===== src/rtl/spirxdata.sv =====
// spirxdata: receives one data block from an SPI/SD-card low-level byte engine.
//
// Purpose:
//   Clocks 0xFF bytes out of the low-level engine, waits for the 0xFE start token (with a
//   bounded count of idle 0xFF bytes), packs 2^lgblksz data bytes big-endian into 32-bit
//   memory words, then clocks and checks the two trailing CRC bytes.
//
// Optional feature (macro SPIRXDATA_CRC_EN):
//   defined   - CRC-16 (poly 0x1021, init 0, MSB first) over the data bytes; o_crcerr is set
//               at finish when it disagrees with the received {CRC1, CRC0}.
//   undefined - CRC bytes are clocked and discarded; o_crcerr is tied low.
//
// Ports:
//   i_clk, i_reset_n          clock (rising edge), asynchronous active-low reset
//   i_start, i_lgblksz        start request and log2 block size (clamped to 3..9)
//   i_fifo                    destination buffer (becomes o_addr MSB)
//   o_busy                    transfer in progress
//   o_ll_stb, o_ll_byte       byte request to the low-level engine (always sends 0xFF)
//   i_ll_busy                 engine busy; a request is taken when o_ll_stb && !i_ll_busy
//   i_ll_stb, i_ll_byte       received byte strobe and value
//   o_write, o_addr, o_data   memory write port
//   o_done                    one-cycle completion pulse
//   o_err, o_response         error token seen, and its value
//   o_crcerr, o_timeout       CRC mismatch, start token never arrived
module spirxdata #(
    parameter int unsigned DW        = 32,
    parameter int unsigned AW        = 8,
    parameter int unsigned LGTIMEOUT = 8
) (
    input  logic          i_clk,
    input  logic          i_reset_n,
    input  logic          i_start,
    input  logic [3:0]    i_lgblksz,
    input  logic          i_fifo,
    output logic          o_busy,
    output logic          o_ll_stb,
    output logic [7:0]    o_ll_byte,
    input  logic          i_ll_busy,
    input  logic          i_ll_stb,
    input  logic [7:0]    i_ll_byte,
    output logic          o_write,
    output logic [AW-1:0] o_addr,
    output logic [DW-1:0] o_data,
    output logic          o_done,
    output logic          o_err,
    output logic          o_crcerr,
    output logic          o_timeout,
    output logic [7:0]    o_response
);

    typedef enum logic [2:0] {StIdle, StToken, StData, StCrc1, StCrc0} state_e;

    state_e               state_q, state_d;
    logic                 stb_q;     // request raised, not yet taken by the engine
    logic                 pend_q;    // request taken, waiting for the byte
    logic [3:0]           lg_q;
    logic [LGTIMEOUT-1:0] tcnt_q;
    logic [1:0]           bcnt_q;    // byte position within the current word
    logic [7:0]           wcnt_q;    // words completed
    logic [7:0]           last_word;
    logic                 rx_valid;
    logic                 start_go;

    function automatic logic [3:0] clamp_lg(input logic [3:0] lg);
        if (lg < 4'd3) return 4'd3;
        if (lg > 4'd9) return 4'd9;
        return lg;
    endfunction

    // Only a byte answering our own accepted request counts.
    assign rx_valid  = pend_q && i_ll_stb;
    assign start_go  = (state_q == StIdle) && i_start;
    assign last_word = (8'd1 << (lg_q - 4'd2)) - 8'd1;

    // State register
    always_ff @(posedge i_clk or negedge i_reset_n) begin
        if (!i_reset_n) state_q <= StIdle;
        else            state_q <= state_d;
    end

    // Next-state logic
    always_comb begin
        state_d = state_q;
        case (state_q)
            StIdle:  if (i_start) state_d = StToken;
            StToken: begin
                if (rx_valid) begin
                    if (i_ll_byte == 8'hff) begin
                        if (&tcnt_q) state_d = StIdle;
                    end else if (i_ll_byte == 8'hfe) begin
                        state_d = StData;
                    end else if (i_ll_byte[7:4] == 4'h0) begin
                        state_d = StIdle;
                    end
                end
            end
            StData:  if (rx_valid && (&bcnt_q) && (wcnt_q == last_word)) state_d = StCrc1;
            StCrc1:  if (rx_valid) state_d = StCrc0;
            StCrc0:  if (rx_valid) state_d = StIdle;
            default: state_d = StIdle;
        endcase
    end

    // Outputs that follow directly from state
    always_comb begin
        o_busy    = (state_q != StIdle);
        o_ll_stb  = stb_q;
        o_ll_byte = 8'hff;
    end

    // Handshake, counters and datapath
    always_ff @(posedge i_clk or negedge i_reset_n) begin
        if (!i_reset_n) begin
            stb_q      <= 1'b0;
            pend_q     <= 1'b0;
            lg_q       <= 4'd0;
            tcnt_q     <= '0;
            bcnt_q     <= 2'd0;
            wcnt_q     <= 8'd0;
            o_write    <= 1'b0;
            o_done     <= 1'b0;
            o_err      <= 1'b0;
            o_timeout  <= 1'b0;
            o_addr     <= '0;
            o_data     <= '0;
            o_response <= 8'd0;
        end else begin
            o_write <= 1'b0;
            o_done  <= (state_q != StIdle) && (state_d == StIdle);

            // Address advances once the write it addressed has been presented.
            if (o_write) o_addr[AW-2:0] <= o_addr[AW-2:0] + (AW-1)'(1);

            if (stb_q && !i_ll_busy) begin
                stb_q  <= 1'b0;
                pend_q <= 1'b1;
            end
            if (rx_valid) begin
                pend_q <= 1'b0;
                stb_q  <= (state_d != StIdle);
            end

            if (start_go) begin
                lg_q      <= clamp_lg(i_lgblksz);
                o_addr    <= {i_fifo, {(AW-1){1'b0}}};
                o_err     <= 1'b0;
                o_timeout <= 1'b0;
                tcnt_q    <= '0;
                bcnt_q    <= 2'd0;
                wcnt_q    <= 8'd0;
                stb_q     <= 1'b1;
            end

            if (rx_valid) begin
                case (state_q)
                    StToken: begin
                        if (i_ll_byte == 8'hff) begin
                            tcnt_q <= tcnt_q + LGTIMEOUT'(1);
                            if (&tcnt_q) o_timeout <= 1'b1;
                        end else if (i_ll_byte != 8'hfe && i_ll_byte[7:4] == 4'h0) begin
                            o_err      <= 1'b1;
                            o_response <= i_ll_byte;
                        end
                    end
                    StData: begin
                        o_data <= {o_data[DW-9:0], i_ll_byte};
                        bcnt_q <= bcnt_q + 2'd1;
                        if (&bcnt_q) begin
                            o_write <= 1'b1;
                            wcnt_q  <= wcnt_q + 8'd1;
                        end
                    end
                    default: ;
                endcase
            end
        end
    end

`ifdef SPIRXDATA_CRC_EN
    logic [15:0] crc_q;
    logic [7:0]  crc_hi_q;
    logic        crcerr_q;

    function automatic logic [15:0] crc16_byte(input logic [15:0] crc, input logic [7:0] b);
        logic [15:0] c;
        c = crc;
        for (int i = 7; i >= 0; i--) begin
            if (c[15] ^ b[i]) c = {c[14:0], 1'b0} ^ 16'h1021;
            else              c = {c[14:0], 1'b0};
        end
        return c;
    endfunction

    always_ff @(posedge i_clk or negedge i_reset_n) begin
        if (!i_reset_n) begin
            crc_q    <= 16'd0;
            crc_hi_q <= 8'd0;
            crcerr_q <= 1'b0;
        end else if (start_go) begin
            crc_q    <= 16'd0;
            crcerr_q <= 1'b0;
        end else if (rx_valid) begin
            case (state_q)
                StData:  crc_q    <= crc16_byte(crc_q, i_ll_byte);
                StCrc1:  crc_hi_q <= i_ll_byte;
                StCrc0:  crcerr_q <= ({crc_hi_q, i_ll_byte} != crc_q);
                default: ;
            endcase
        end
    end

    assign o_crcerr = crcerr_q;
`else
    assign o_crcerr = 1'b0;
`endif

endmodule


===== config.mk =====
export PLATFORM = sky130hd
export DESIGN_NAME = spirxdata
export DESIGN_NICKNAME = d
export VERILOG_FILES = /design/src/rtl/spirxdata.sv
export SDC_FILE = /design/constraint.sdc
export NUM_CORES = 1
export LEC_CHECK = 0
export BUFFER_PORTS_ARGS = -buffer_cell sky130_fd_sc_hd__buf_4
export CAP_MARGIN = 5
export CORE_UTILIZATION = 30
export CTS_CLUSTER_DIAMETER = 200
export DETAILED_ROUTE_END_ITERATION = 10
export RECOVER_POWER = 50
export SLEW_MARGIN = 20
export SYNTH_ARGS = -nofsm -noshare
export SYNTH_HDL_FRONTEND = slang
export SYNTH_SLANG_ARGS = --single-unit

===== constraint.sdc =====
create_clock -name i_clk -period 6.3 [get_ports i_clk]
set_input_delay 0.315 -clock i_clk [delete_from_list [all_inputs] [get_ports i_clk]]
set_output_delay 0.315 -clock i_clk [all_outputs]
set_load 0.1 [all_outputs]

==> flow_summary_export.csv, run 1 <==
group,metric,value,unit
synthesis,synthCells,324,
detailed_routing,vias,2657,
sta,relSlewSlack,20.21,%
synthesis,synth_flop_cell,"dfrtp_1",
synthesis,syn-cell-area,0.003671,mm^2
finish,final_cell_mix,"dfrtp_1 (79), buf_4 (47), mux2_2 (32)",
floorplan,die_w,112.6,um
critical_path,crit_type,"flop to flop",
critical_path,critPathMostFrequentCell,"ha_1",
critical_path,reg2reg_depth,10,
floorplan,core_area,0.01196,mm^2
global_routing,antenna_found_initial,0,
power,p_leak,2.135,nW
sta,fin_crit,2.930,ns
global_routing,grt_max_degree,80,
detailed_routing,wl_per_cell,14.30,um
critical_path,cp_top_family,"simple AND/OR/NAND/NOR gates",
power,p_per_area,287.2,mW/mm^2
detailed_routing,totalWireLength,7824,um
floorplan,io_pins,81,
synthesis,ys_warn_count,0,
sta,drv_slew,0,
detailed_routing,postRouteAntennaNets,0,
sta,whs,0.006887,ns
clocking,postCtsSetupBuffers,0,
sta,hold_viol,0,
clocking,numCtsBuffers,9,
job,maxCapViolCount,0,
sta,timing.final.ws_setup,3.370,ns
clocking,cts_tree,"done",
floorplan,die_area,0.01268,mm^2
floorplan,start_util,30.69,%
clocking,cts-root-buf,"clkbuf_16",
synthesis,yosysSeqAreaShare,53.85,%
global_routing,globalRouteTotalUtil,13.28,%
power,ir_drop,0.1683,mV
finish,diodes,0,
floorplan,die_height,112.6,um
sta,grt_setup_unrepaired,"no",
finish,final_common_cell,"dfrtp_1",
critical_path,cp-start-kind,"flop",
critical_path,cpMaxStageDelayCell,"dfrtp_1",
placement,dp_slack,3.479,ns
synthesis,ys_seq_elements,79,
critical_path,critical-path-max-stage-delay,0.47,ns
worst_hold_path,hp-class,"input port to asynchronous set/reset pin",
clocking,cts.sinks,79,
critical_path,cp_max_fo,10,
synthesis,synth_cell_type_count,48,
outcome,status,"completed",
clocking,hold_buffers,0,
finish,fin_nets,419,
global_routing,grt_pass1_wl,13240,um
global_routing,grt_overflow,0,
critical_path,r2r_end,"state_q[0]",
global_routing,grt_pass1_vias,2615,
clocking,clk_path_buf_depth,2,
detailed_routing,drtIter0Drc,121,
critical_path,ff2ff_setup_slack,3.37,ns
critical_path,cp_cell_sequence,"inv_2 -> ha_1 -> nand2b_1 -> or3_1 -> ha_1 -> nor4b_1 -> a22o_1 -> nor3_1 -> o221ai_1 -> o22ai_1",
sta,final.setup.tns,0,ns
synthesis,synth_edf_count,0,
sta,clock_skew,0.005152,ns
critical_path,crit_buf_inv,1,
clocking,cts.clk_slew.worst_paths,0.06,ns
finish,areaGrowthSynthToFinish,22.67,%
sta,fmax,341.3,MHz
placement,routabilityCongestion,0.8943,
sta,worst_pin_slew,1.202,ns
critical_path,cp-end-kind,"flop",
clocking,clk_latency,0.34,ns
critical_path,cp.arrival,3.14,ns
detailed_routing,dr.pass1.iters,4,
clocking,cts.htree.levels,3,
critical_path,rr_startpoint,"lg_q[1]",
synthesis,syn_avg_cell_area,11.33,um^2
finish,drive_gt1_share,25.75,%
synthesis,ys_async_sr_fraction,100.0,%
sta,min_period_over_period,46.51,%
critical_path,worstPathRequired,6.51,ns
detailed_routing,drc,0,
sta,setup_violations,0,
detailed_routing,vias_per_cell,4.857,
placement,hpwlAfterDp,5412,um
finish,n_fill_cell,1182,
clocking,cts_resized,0,
placement,port_buffers,71,
floorplan,placementRows,40,
## metal layers
metal / up-vias / share of wire (%) / global-route usage [%]
met1: 1290 / 45 / 16.69
met5: - / 0 / 0
met2: 76 / 47 / 20.99
li1: 1282 / - / -
met3: 9 / 6.7 / 4.644
met4: 0 / 1.3 / 5.067
## worst register-to-register path: stages, from the launching register on
cell and delay [ns]:
dfrtp_1 0.47, inv_2 0.09, ha_1 0.44, nand2b_1 0.13
or3_1 0.36, ha_1 0.30, nor4b_1 0.44, a22o_1 0.22
nor3_1 0.05, o221ai_1 0.22, o22ai_1 0.10
## sequential cells by signal, indices dropped and copies added (netlist names), 2 cells and up
| signal | count |
|---|---|
| bcnt_q | 2 |
| state_q | 3 |
| lg_q | 4 |
| wcnt_q | 8 |
| tcnt_q | 8 |
| o_addr | 8 |
| o_response | 8 |
| o_data | 32 |
## area by class of cell
class	count	area (um^2)	area share [%]
timing repair buffer	73	457.9	10.17
inverter	5	18.77	0.4168
sequential	79	1977	43.90
tap	147	183.9	4.084
multi-input combinational	227	1592	35.34
clock inverter	6	45.04	1.000
clock buffer	10	229.0	5.085
## how the worst max path moves through the flow
stage,endpoint,slack [ns],start,cells after the start
after floorplan,state_q[0],3.64,lg_q[1],11
after global placement,state_q[0],3.62,lg_q[1],10
after detailed placement,state_q[0],3.48,lg_q[1],10
after CTS,state_q[0],3.47,lg_q[1],10
after global routing,state_q[0],3.25,lg_q[1],10
final,state_q[0],3.37,lg_q[1],10
## stage by stage
| step | power [mW] | std cells | util (%) | area, um^2 |
|---|---|---|---|---|
| after floorplan | 0.7658 | 331 | - | 3697 |
| after global routing | 1.356 | 547 | 37.65 | 4503 |
| after detailed placement | 0.8305 | 531 | 36.15 | 4324 |
| final | 1.293 | 547 | 37.65 | 4503 |
| after CTS | 1.319 | 547 | 38.44 | 4598 |
| after global placement | 0.8232 | 531 | 36.15 | 4324 |
## power by group
part	switching [mW]	internal (mW)	total, mW	leakage (nW)
logic	0.206	0.0575	0.264	0.932
clock network	0.211	0.269	0.480	0.126
registers	0.0210	0.528	0.549	1.08
total	0.439	0.854	1.29	2.13
## synthesized netlist by cell type, types with 4 or more instances
master    instances  area share [%]
a21oi_1           8             1.1
and2_1            7             1.2
and3_1            4            0.68
buf_2             7            0.95
buf_4             9             1.8
clkbuf_1          4            0.41
dfrtp_1          79              54
ha_1              6             2.0
inv_1             4            0.41
mux2_1            4             1.2
mux2_2           32             9.8
mux2i_1           5             1.4
nand2_1          31             3.2
nand2b_1          5            0.85
nand3_1          13             1.8
nand4_1          10             1.7
nor2_1           18             1.8
nor3_1            4            0.55
o21ai_0          11             1.5
o21ai_1           5            0.68
xnor2_1           4            0.95
xor2_1           11             2.6
## logic make-up (layout without fill, tap and decap cells)
logic type	after synthesis	after routing	synth area share, %
simple gates	113	113	16.77
compound gates	43	43	7.430
mux	41	41	12.41
flops	79	79	53.85
other cells	2	9	0.2046
buf+inv	25	94	3.714
fa+ha+maj	6	6	2.045
xor+xnor	15	15	3.579
Note: power is estimated with default switching activity, not from simulation.
==> inputs of run 2 (changes only) <==
- clock period: 6.3 -> 2.49 ns (I/O delays scaled with it)
==> run 2 against run 1 <==
Compared with the run above: the flow now finishes with violations (max-capacitance violations, max-slew violations); count of clock-buffer cells in the layout unchanged; non-clock buffer count up 9; final area up 3.5%; clock skew down 0.00063 ns; sequential share of layout area down 1.5 points; worst setup slack worse by 3.3 ns; register-to-register slack worse by 3.3 ns; core utilization up 1.3 points; sequential cell count unchanged; global-route usage down 0.10 points; first-iteration DRC count down 4.1%; fmax up 23%; critical endpoint unchanged; highest routed layer unchanged.
==> flow_summary_export.csv, run 2 (synthesized netlist as in run 1, its figures left out) <==
group,metric,value,unit
outcome,violations,"max-capacitance violations, max-slew violations",
global_routing,globalRouteTotalUtil,13.18,%
detailed_routing,vias_per_cell,4.870,
critical_path,ff2ff_setup_slack,0.1,ns
detailed_routing,wl_per_cell,14.10,um
finish,largest_register_ffs,32,
floorplan,die_w,112.6,um
finish,areaGrowthSynthToFinish,26.99,%
power,total_power,3.546,mW
clocking,cts_tree,"done",
detailed_routing,vias,2703,
outcome,status,"finished, violations left",
finish,fin_nets,428,
critical_path,crit_type,"flop to flop",
clocking,cts.htree.levels,3,
sta,min_period_over_period,96.02,%
detailed_routing,dr.pass1.iters,4,
critical_path,cp-end-kind,"flop",
global_routing,grt_max_degree,80,
finish,diodes,0,
critical_path,cp_max_fo,7,
critical_path,cp-start-kind,"flop",
power,p_per_area,760.6,mW/mm^2
critical_path,cp.arrival,2.60,ns
floorplan,start_util,30.69,%
sta,setup_violations,0,
critical_path,critical-path-max-stage-delay,0.39,ns
sta,drv_slew,80,
sta,final.setup.tns,0,ns
detailed_routing,drc,0,
clocking,hold_buffers,4,
finish,seqCellArea,0.001977,mm^2
sta,hold_viol,0,
placement,routabilityCongestion,0.7646,
global_routing,grt_overflow,0,
finish,largest-register,"o_data",
placement,dp_slack,0.1073,ns
clocking,postCtsSetupBuffers,0,
floorplan,placementRows,40,
floorplan,io_pins,81,
floorplan,core_area,0.01196,mm^2
power,ir_drop,0.4403,mV
clocking,cts-root-buf,"clkbuf_16",
critical_path,cpMaxStageDelayCell,"or3_4",
global_routing,grt_pass1_wl,13130,um
finish,fin_util,38.97,%
sta,fin_crit,2.391,ns
finish,multi_input_area,0.001632,mm^2
placement,hpwlAfterDp,5489,um
critical_path,cp_cell_sequence,"inv_2 -> ha_2 -> xor2_2 -> or3_4 -> ha_4 -> nor4b_1 -> a22o_1 -> nor3_1 -> o221ai_1 -> o22ai_1",
detailed_routing,postRouteAntennaNets,0,
finish,final_cell_mix,"dfrtp_1 (79), buf_4 (52), mux2_2 (32)",
power,p_leak,2.200,nW
clocking,clk_path_buf_depth,2,
sta,grt_setup_unrepaired,"no",
job,maxCapViolCount,1,
placement,port_buffers,71,
floorplan,die_height,112.6,um
sta,clock_skew,0.004520,ns
sta,fmax,418.2,MHz
global_routing,grt_pass1_vias,2706,
clocking,cts_resized,0,
detailed_routing,totalWireLength,7827,um
sta,worst_pin_slew,1.944,ns
global_routing,antenna_found_initial,0,
finish,drive_gt1_share,27.94,%
clocking,clk_latency,0.33,ns
sta,whs,0.02432,ns
sta,timing.final.ws_setup,0.09902,ns
worst_hold_path,hp-class,"input port to flop",
clocking,cts.sinks,79,
sta,relSlewSlack,-29.61,%
finish,final_common_cell,"dfrtp_1",
critical_path,worstPathRequired,2.70,ns
clocking,cts.clk_slew.worst_paths,0.06,ns
floorplan,die_area,0.01268,mm^2
finish,n_fill_cell,1170,
detailed_routing,drtIter0Drc,116,
clocking,numCtsBuffers,9,
## run 2: changes by cell type in the layout (fill, tap and decap cells not counted), sizes merged
cell | before | now
clkbuf | 35 | 36
dlygate4sd3 | 0 | 4
clkinv | 1 | 0
inv | 7 | 5
bufinv | 0 | 2
buf | 48 | 52
## run 2: power by group
group	total [mW]	switching (mW)	internal [mW]
clock	1.42	0.518	0.899
combinational	0.741	0.546	0.195
sequential	1.39	0.0508	1.34
total	3.55	1.12	2.43
## run 2: final cells by class
type | instances | area share [%]
inverter | 5 | 0.4026
tap | 147 | 3.945
clock inverter | 5 | 1.771
clock buffer | 10 | 5.126
sequential | 79 | 42.40
multi-input combinational | 227 | 35.00
timing repair buffer | 82 | 11.35
## run 2: layer usage
metal,GRT usage (%),part of all wire (%),vias to the layer above
li1,-,-,1303
met1,16.50,45,1318
met2,20.91,48,69
met3,3.672,5.5,13
met4,6.578,2.0,0
met5,0,0,-
## run 2: worst max-delay path: cells and delay by family (launching register included)
| family | cells | cell delay (ns) |
|---|---|---|
| simple gates | 3 | 0.75 |
| buf+inv | 1 | 0.06 |
| fa+ha+maj | 2 | 0.40 |
| xor+xnor | 1 | 0.18 |
| flops | 1 | 0.36 |
| compound gates | 3 | 0.51 |
## run 2: worst paths after layout
| check | startpoint | depth (start not counted) | to |
|---|---|---|---|
| min in group asynchronous | i_reset_n | 2 | o_data[9] |
| hold reg to reg | o_err | 2 | o_err |
| max in group asynchronous | i_reset_n | 2 | tcnt_q[5] |
| setup reg to reg | lg_q[1] | 10 | state_q[0] |
| hold / removal | i_ll_byte[1] | 2 | o_response[1] |
| setup / recovery | lg_q[1] | 10 | state_q[0] |
## run 2: metrics by stage
step | std cells | area (um^2)
finish | 555 | 4662
global route | 555 | 4662
CTS | 555 | 4758
detailed placement | 536 | 4397
global placement | 536 | 4397
floorplan | 331 | 3742
